$ cat src/rtl/layer_sequencer.sv
`default_nettype none
// ============================================================================
//  Module      : layer_sequencer
//  Description : Time-multiplexed fully connected layer. One MAC and one
//                sigmoid ROM lookup are shared across N_OUT neurons. Loads an
//                input vector, walks bias/weights from an external weight ROM,
//                saturates the sum into a sigmoid ROM address and streams one
//                8-bit activation per neuron.
//                Optional feature macro: LAYER_SEQ_STALL_CNT_EN adds the
//                stall_cnt output (cycles spent stalled by downstream).
//  Revision    : 1.0 - initial release
// ============================================================================
module layer_sequencer #(
    parameter int N_IN    = 3,
    parameter int N_OUT   = 4,
    parameter int SIG_LAT = 1,
    parameter int WA_W    = 8
) (
    input  logic            clk,
    input  logic            rst,
    input  logic            start,
    input  logic            in_valid,
    output logic            in_ready,
    input  logic [31:0]     in_data,
    output logic [WA_W-1:0] w_addr,
    input  logic [31:0]     w_data,
    output logic [13:0]     sig_addr,
    input  logic [7:0]      sig_q,
    output logic            out_valid,
    input  logic            out_ready,
    output logic [7:0]      out_data,
    output logic [7:0]      out_idx,
    output logic            busy,
    output logic            done
`ifdef LAYER_SEQ_STALL_CNT_EN
    ,
    output logic [31:0]     stall_cnt
`endif
);

    // MAC step counter spans 0..N_IN+1; it also serves as the load word counter
    localparam int c_T_W = $clog2(N_IN + 2);
    localparam int c_S_W = (SIG_LAT > 1) ? $clog2(SIG_LAT) : 1;

    localparam logic [c_T_W-1:0] c_T_LAST       = c_T_W'(N_IN + 1);
    localparam logic [c_T_W-1:0] c_T_ISSUE_LAST = c_T_W'(N_IN);
    localparam logic [c_T_W-1:0] c_CNT_LAST     = c_T_W'(N_IN - 1);
    localparam logic [c_T_W-1:0] c_T_BIAS       = c_T_W'(1);
    localparam logic [c_S_W-1:0] c_S_LAST       = c_S_W'(SIG_LAT - 1);
    localparam logic [7:0]       c_J_LAST       = 8'(N_OUT - 1);
    localparam logic [WA_W-1:0]  c_STRIDE       = WA_W'(N_IN + 1);

    localparam logic signed [31:0] c_SAT_LO = -32'sd32768;
    localparam logic signed [31:0] c_SAT_HI = 32'sd32767;

    localparam logic [2:0] c_S_IDLE = 3'd0;
    localparam logic [2:0] c_S_LOAD = 3'd1;
    localparam logic [2:0] c_S_MAC  = 3'd2;
    localparam logic [2:0] c_S_SAT  = 3'd3;
    localparam logic [2:0] c_S_SIGW = 3'd4;
    localparam logic [2:0] c_S_OUT  = 3'd5;
    localparam logic [2:0] c_S_DONE = 3'd6;

    logic [2:0]          r_state;
    logic [2:0]          w_state_nxt;
    logic [31:0]         r_buf [0:N_IN-1];
    logic [c_T_W-1:0]    r_cnt;
    logic [c_T_W-1:0]    r_t;
    logic [c_S_W-1:0]    r_scnt;
    logic [7:0]          r_j;
    logic [WA_W-1:0]     r_base;
    logic [WA_W-1:0]     r_w_addr;
    logic signed [31:0]  r_acc;
    logic [13:0]         r_sig_addr;
    logic [7:0]          r_out_data;
    logic [7:0]          r_out_idx;
    logic signed [31:0]  w_x;
    logic signed [31:0]  w_prod;
    logic [13:0]         w_sig;

    // State register
    always_ff @(posedge clk) begin
        if (rst) begin
            r_state <= c_S_IDLE;
        end else begin
            r_state <= w_state_nxt;
        end
    end

    // Next-state decode and state-derived handshake/status outputs
    always_comb begin
        w_state_nxt = r_state;
        in_ready    = 1'b0;
        out_valid   = 1'b0;
        done        = 1'b0;
        busy        = (r_state != c_S_IDLE);
        case (r_state)
            c_S_IDLE: begin
                if (start) w_state_nxt = c_S_LOAD;
            end
            c_S_LOAD: begin
                in_ready = 1'b1;
                if (in_valid && (r_cnt == c_CNT_LAST)) w_state_nxt = c_S_MAC;
            end
            c_S_MAC: begin
                if (r_t == c_T_LAST) w_state_nxt = c_S_SAT;
            end
            c_S_SAT: begin
                w_state_nxt = c_S_SIGW;
            end
            c_S_SIGW: begin
                if (r_scnt == c_S_LAST) w_state_nxt = c_S_OUT;
            end
            c_S_OUT: begin
                out_valid = 1'b1;
                if (out_ready) begin
                    w_state_nxt = (r_j == c_J_LAST) ? c_S_DONE : c_S_MAC;
                end
            end
            c_S_DONE: begin
                done        = 1'b1;
                w_state_nxt = c_S_IDLE;
            end
            default: begin
                w_state_nxt = c_S_IDLE;
            end
        endcase
    end

    // Select the input word paired with the weight arriving this MAC cycle
    // (cycle t carries weight k = t-2; cycle 1 carries the bias)
    always_comb begin
        w_x = '0;
        for (int k = 0; k < N_IN; k++) begin
            if (32'(r_t) == k + 2) w_x = r_buf[k];
        end
    end

    // 32-bit wrapping product, upper bits intentionally discarded
    assign w_prod = $signed(w_data) * w_x;

    // Saturate the sum to 16 bits, offset to unsigned, drop two LSBs
    always_comb begin
        if (r_acc < c_SAT_LO) begin
            w_sig = 14'h0000;
        end else if (r_acc > c_SAT_HI) begin
            w_sig = 14'h3FFF;
        end else begin
            w_sig = {~r_acc[15], r_acc[14:2]};
        end
    end

    // Input vector buffer; contents need no reset
    always_ff @(posedge clk) begin
        if ((r_state == c_S_LOAD) && in_valid) begin
            for (int k = 0; k < N_IN; k++) begin
                if (32'(r_cnt) == k) r_buf[k] <= in_data;
            end
        end
    end

    // Datapath: counters, weight address walk, accumulator, result capture
    always_ff @(posedge clk) begin
        if (rst) begin
            r_cnt      <= '0;
            r_t        <= '0;
            r_scnt     <= '0;
            r_j        <= '0;
            r_base     <= '0;
            r_w_addr   <= '0;
            r_acc      <= '0;
            r_sig_addr <= '0;
            r_out_data <= '0;
            r_out_idx  <= '0;
        end else begin
            case (r_state)
                c_S_LOAD: begin
                    if (in_valid) begin
                        r_cnt <= r_cnt + 1'b1;
                        if (r_cnt == c_CNT_LAST) begin
                            r_cnt    <= '0;
                            r_j      <= '0;
                            r_base   <= '0;
                            r_w_addr <= '0;
                            r_t      <= '0;
                        end
                    end
                end
                c_S_MAC: begin
                    r_t <= r_t + 1'b1;
                    if (r_t < c_T_ISSUE_LAST) r_w_addr <= r_w_addr + 1'b1;
                    if (r_t == c_T_BIAS) begin
                        r_acc <= w_data;
                    end else if (r_t != '0) begin
                        r_acc <= r_acc + w_prod;
                    end
                end
                c_S_SAT: begin
                    r_sig_addr <= w_sig;
                    r_scnt     <= '0;
                end
                c_S_SIGW: begin
                    r_scnt <= r_scnt + 1'b1;
                    if (r_scnt == c_S_LAST) begin
                        r_out_data <= sig_q;
                        r_out_idx  <= r_j;
                    end
                end
                c_S_OUT: begin
                    if (out_ready && (r_j != c_J_LAST)) begin
                        r_j      <= r_j + 1'b1;
                        r_base   <= r_base + c_STRIDE;
                        r_w_addr <= r_base + c_STRIDE;
                        r_t      <= '0;
                    end
                end
                default: begin
                end
            endcase
        end
    end

    // The sigmoid address is presented combinationally during SAT so the ROM
    // latency is counted from SAT; it is then held from the register.
    assign sig_addr = (r_state == c_S_SAT) ? w_sig : r_sig_addr;
    assign w_addr   = r_w_addr;
    assign out_data = r_out_data;
    assign out_idx  = r_out_idx;

`ifdef LAYER_SEQ_STALL_CNT_EN
    logic [31:0] r_stall_cnt;

    // Count cycles where an activation is offered but not accepted
    always_ff @(posedge clk) begin
        if (rst) begin
            r_stall_cnt <= '0;
        end else if ((r_state == c_S_IDLE) && start) begin
            r_stall_cnt <= '0;
        end else if ((r_state == c_S_OUT) && !out_ready &&
                     (r_stall_cnt != 32'hFFFF_FFFF)) begin
            r_stall_cnt <= r_stall_cnt + 32'd1;
        end
    end

    assign stall_cnt = r_stall_cnt;
`endif

endmodule
`default_nettype wire
$ cat config.mk
export PLATFORM = sky130hd
export DESIGN_NAME = layer_sequencer
export DESIGN_NICKNAME = d
export VERILOG_FILES = /design/src/rtl/layer_sequencer.sv
export SDC_FILE = /design/constraint.sdc
export NUM_CORES = 2
export LEC_CHECK = 0
export CAP_MARGIN = 20
export CORE_UTILIZATION = 44
export DETAILED_ROUTE_END_ITERATION = 6
export HOLD_SLACK_MARGIN = 0.06
export PLACE_DENSITY = 0.64
export SETUP_SLACK_MARGIN = 0.15
export SLEW_MARGIN = 20
export SYNTH_ARGS = -nofsm -noshare
export SYNTH_HDL_FRONTEND = slang
export SYNTH_SLANG_ARGS = --single-unit
$ cat constraint.sdc
create_clock -name clk -period 7.7 [get_ports clk]
set_clock_uncertainty 0.15 [all_clocks]
set_input_delay 1.155 -clock clk [delete_from_list [all_inputs] [get_ports clk]]
set_output_delay 1.155 -clock clk [all_outputs]
set_load 0.05 [all_outputs]
==> impl_metrics.tcl <==
set metrics [dict create \
    dieHeight_um 239.9 \
    worstHoldPathCells 2 \
    tightest_slew_ps 1033 \
    grtUsageTotal 0.2572 \
    drive_gt1_frac 0.1732 \
    start_kind "flop" \
    cts.sink_count 190 \
    cts_tree "built" \
    setup_ws_ps -321.6 \
    cts_buffers 17 \
    fin_crit_sh 1.042 \
    critPathSlowestCell "fa_1" \
    cp_max_fo 11 \
    wl_met1_um 30680 \
    vias 19010 \
    core-area_mm2 0.05552 \
    yosys_warnings 0 \
    syn_nets 3326 \
    r2r_slack_ps -320 \
    worst_hold_slack_ps 307.6 \
    synthCells 2652 \
    final_nets 3623 \
    cellPowerDensity_mw_per_mm2 70.59 \
    wl_met2_um 34710 \
    hold_path.class "flop to flop" \
    io_buffers 118 \
    regArea_mm2 0.004772 \
    clockRootBuffer "clkbuf_16" \
    antenna_found_initial 4 \
    grt_pass1_vias 20310 \
    slowest_delay_ps 530 \
    ys_seq_area_frac 0.1913 \
    worst_path_most_repeated_cell "fa_1" \
    hold_viol 0 \
    top_layer "met5" \
    postPlaceCellArea_mm2 0.02913 \
    place_ws_ps -601.2 \
    routedWlPerCell_um 19.36 \
    io_pins 119 \
    grt_pass1_wl_um 113000 \
    finalInstanceArea_mm2 0.03100 \
    r2r_cells 34 \
    synthDistinctLibCells 61 \
    min_to "out_idx[6]$_SDFFE_PP0P_" \
    grt_max_degree 90 \
    synth_edf_count 96 \
    synth_area_mm2 0.02491 \
    final_antenna_net_count 0 \
    yosys_register_bits 190 \
    rsz0062_at_grt "true" \
    setup.worst_path.end_class "flop" \
    cts_max_path_buffers 2 \
    outcome "complete, but fails checks" \
    finalSetupTns_ps -3631 \
    synthArstFlopShare 0 \
    dr_wl_met3_um 4814 \
    relSlewSlack 0.3114 \
    layout_min_cycle_time_ps 8022 \
    dp_hpwl_um 55260 \
    htree_levels 4 \
    worstReg2RegEnd "r_acc[31]$_SDFFE_PP0P_" \
    ir_drop_mv 0.1438 \
    drt-total-wl_um 71830 \
    required_ps 7850 \
    p_leak_nw 13.99 \
    fillers 4949 \
    violations "negative setup slack" \
    drt_iter0_markers 1190 \
    dieArea_mm2 0.05757 \
    clkTransAtPathRegs_ps 90 \
    start_util 0.4486 \
    syn2layout_area_growth_pct 24.46 \
    max_freq_ghz 0.1247 \
    finalSetupViolations 15 \
    die_width_um 239.9 \
    criticalPathCategory "flop to flop" \
    worstPathArrival_ps 8170 \
    final_max_slew_viol_count 0 \
    multi_input_area_mm2 0.01851 \
    route.detailed.drc 0 \
    hold_start "out_idx[6]$_SDFFE_PP0P_" \
    r2r-start "r_t[0]$_SDFFE_PP0P_" \
    gp_congestion 0.9052 \
    ys.flop_type "edfxtp_1" \
    fp-row-count 86 \
    postCtsHoldBufs 0 \
    avgSynthCellArea_um2 9.393 \
    drt_first_pass_iters 5 \
    cap_violations 0 \
    grt-ovfl-total 0 \
    n_antenna_cell 0 \
    clock_latency_ps 450 \
    vias_per_cell 5.123 \
]
==> stage by stage <==
stage | std cells | utilization | power, mW
floorplan | 2652 | - | 1.150
global placement | 3635 | 0.5246 | 1.292
detailed placement | 3635 | 0.5246 | 1.294
CTS | 3692 | 0.5478 | 2.197
global route | 3710 | 0.5584 | 2.250
finish | 3710 | 0.5584 | 2.189
==> layer usage <==
metal / up-vias / global-route usage
li1: 8666 / -
met1: 9661 / 0.3546
met2: 571 / 0.4312
met3: 105 / 0.03123
met4: 4 / 0.06273
met5: - / 0
==> how the worst max path moves through the flow <==
stage                                   to  slack (ps)  depth (start not counted)           startpoint
floorplan           r_acc[29]$_SDFFE_PP0P_        -150                         33  r_t[0]$_SDFFE_PP0P_
global placement    r_acc[29]$_SDFFE_PP0P_        -530                         24           w_data[16]
detailed placement  r_acc[29]$_SDFFE_PP0P_        -600                         25           w_data[13]
CTS                 r_acc[31]$_SDFFE_PP0P_        -310                         33  r_t[0]$_SDFFE_PP0P_
global route        r_acc[31]$_SDFFE_PP0P_        -680                         35  r_t[1]$_SDFFE_PP0P_
finish              r_acc[31]$_SDFFE_PP0P_        -320                         34  r_t[0]$_SDFFE_PP0P_
==> power by group <==
group | internal, mW | leakage (nW) | total (mW) | switching [mW]
combinational | 0.0874 | 12.1 | 0.198 | 0.110
sequential | 1.07 | 1.63 | 1.08 | 0.00569
clock | 0.445 | 0.297 | 0.913 | 0.469
==> kinds of logic after synthesis <==
kind of cell / count (synthesis) / synth area share
DFF: 190 / 0.1913
adders and majority gates: 597 / 0.4319
AOI/OAI and AO/OA: 230 / 0.06218
xor gates and xnor gates: 94 / 0.03637
muxes: 2 / 0.0008037
buffers and inverters: 661 / 0.1021
and+or+nand+nor: 878 / 0.1754
==> state kept, by name, summed over array words and instances, names as in the netlist <==
name        count
r_base          6
r_j             8
w_addr          8
out_idx         8
r_cnt           3
out_data        8
r_buf          96
r_t             3
r_state         3
r_scnt          1
r_sig_addr     14
r_acc          32
==> critical path: cells and delay by family (launching register included) <==
kind            cells  cell delay (ps)
fa+ha+maj          10             3990
compound gates      8             1530
buf+inv            10             1030
simple gates        5              570
flops               1              380
xor+xnor            1              210
==> placed cells by master, fill, tap and decap left out, types with 17 or more instances in the layout <==
cell             netlist  final
a21o_1                20     20
a21oi_1               68     56
a221oi_1              31     18
a311oi_1              19     17
and2_1               294    279
buf_12                 0     44
buf_4                  3    224
buf_6                  3     18
clkbuf_16              0     20
clkdlybuf4s50_1        0    117
dfxtp_1               94     92
edfxtp_1              96     96
fa_1                 438    408
fa_2                   0     30
ha_1                 159    130
ha_4                   0     26
inv_1                524    504
inv_2                  0     20
nand2_1              323    320
nor2_1               125    115
nor2b_1               47     45
o21ai_0               42     34
xnor2_1               66     64
xor2_1                22     21
==> synthesized netlist by cell type, types with 4 or more instances <==
master	number	share of area
nor2_1	125	0.019
ha_1	159	0.080
edfxtp_1	96	0.12
nor2_2	9	0.0023
a21oi_1	68	0.014
nand3_1	17	0.0034
or2_2	4	0.0010
nand2b_1	11	0.0028
a211oi_1	10	0.0030
nand2_1	323	0.049
a21o_1	20	0.0060
o21a_1	4	0.0012
xnor3_1	6	0.0054
and2_1	294	0.074
a221oi_1	31	0.011
and3_1	8	0.0020
xor2_1	22	0.0077
or3_1	4	0.0010
buf_2	5	0.0010
nor3_1	11	0.0022
nor2b_1	47	0.012
fa_1	438	0.35
inv_1	524	0.079
o21ai_0	42	0.0084
buf_1	8	0.0012
clkbuf_1	116	0.017
nand4_1	8	0.0020
nor4_1	5	0.0013
a22oi_1	4	0.0012
dfxtp_1	94	0.076
a311oi_1	19	0.0067
xnor2_1	66	0.023
a31oi_1	5	0.0013
==> what timing repair did <==
item / in CTS / in global routing
pin swaps: 74 / 44
resized for setup: 88 / 87
buffers inserted: 19 / 15
setup endpoints to repair: 19 / 21
gates cloned: 6 / 3
endpoints found under the hold margin: 0 / 0
==> final cells by class <==
class,count,share of cell area
Clock buffer,17,0.01372
Clock inverter,15,0.005731
Sequential cell,190,0.1539
Timing Repair Buffer,415,0.1358
Multi-Input combinational cell,1801,0.5971
Inverter,524,0.06344
Tap cell,748,0.03019
(Power assumes the default switching activity.)
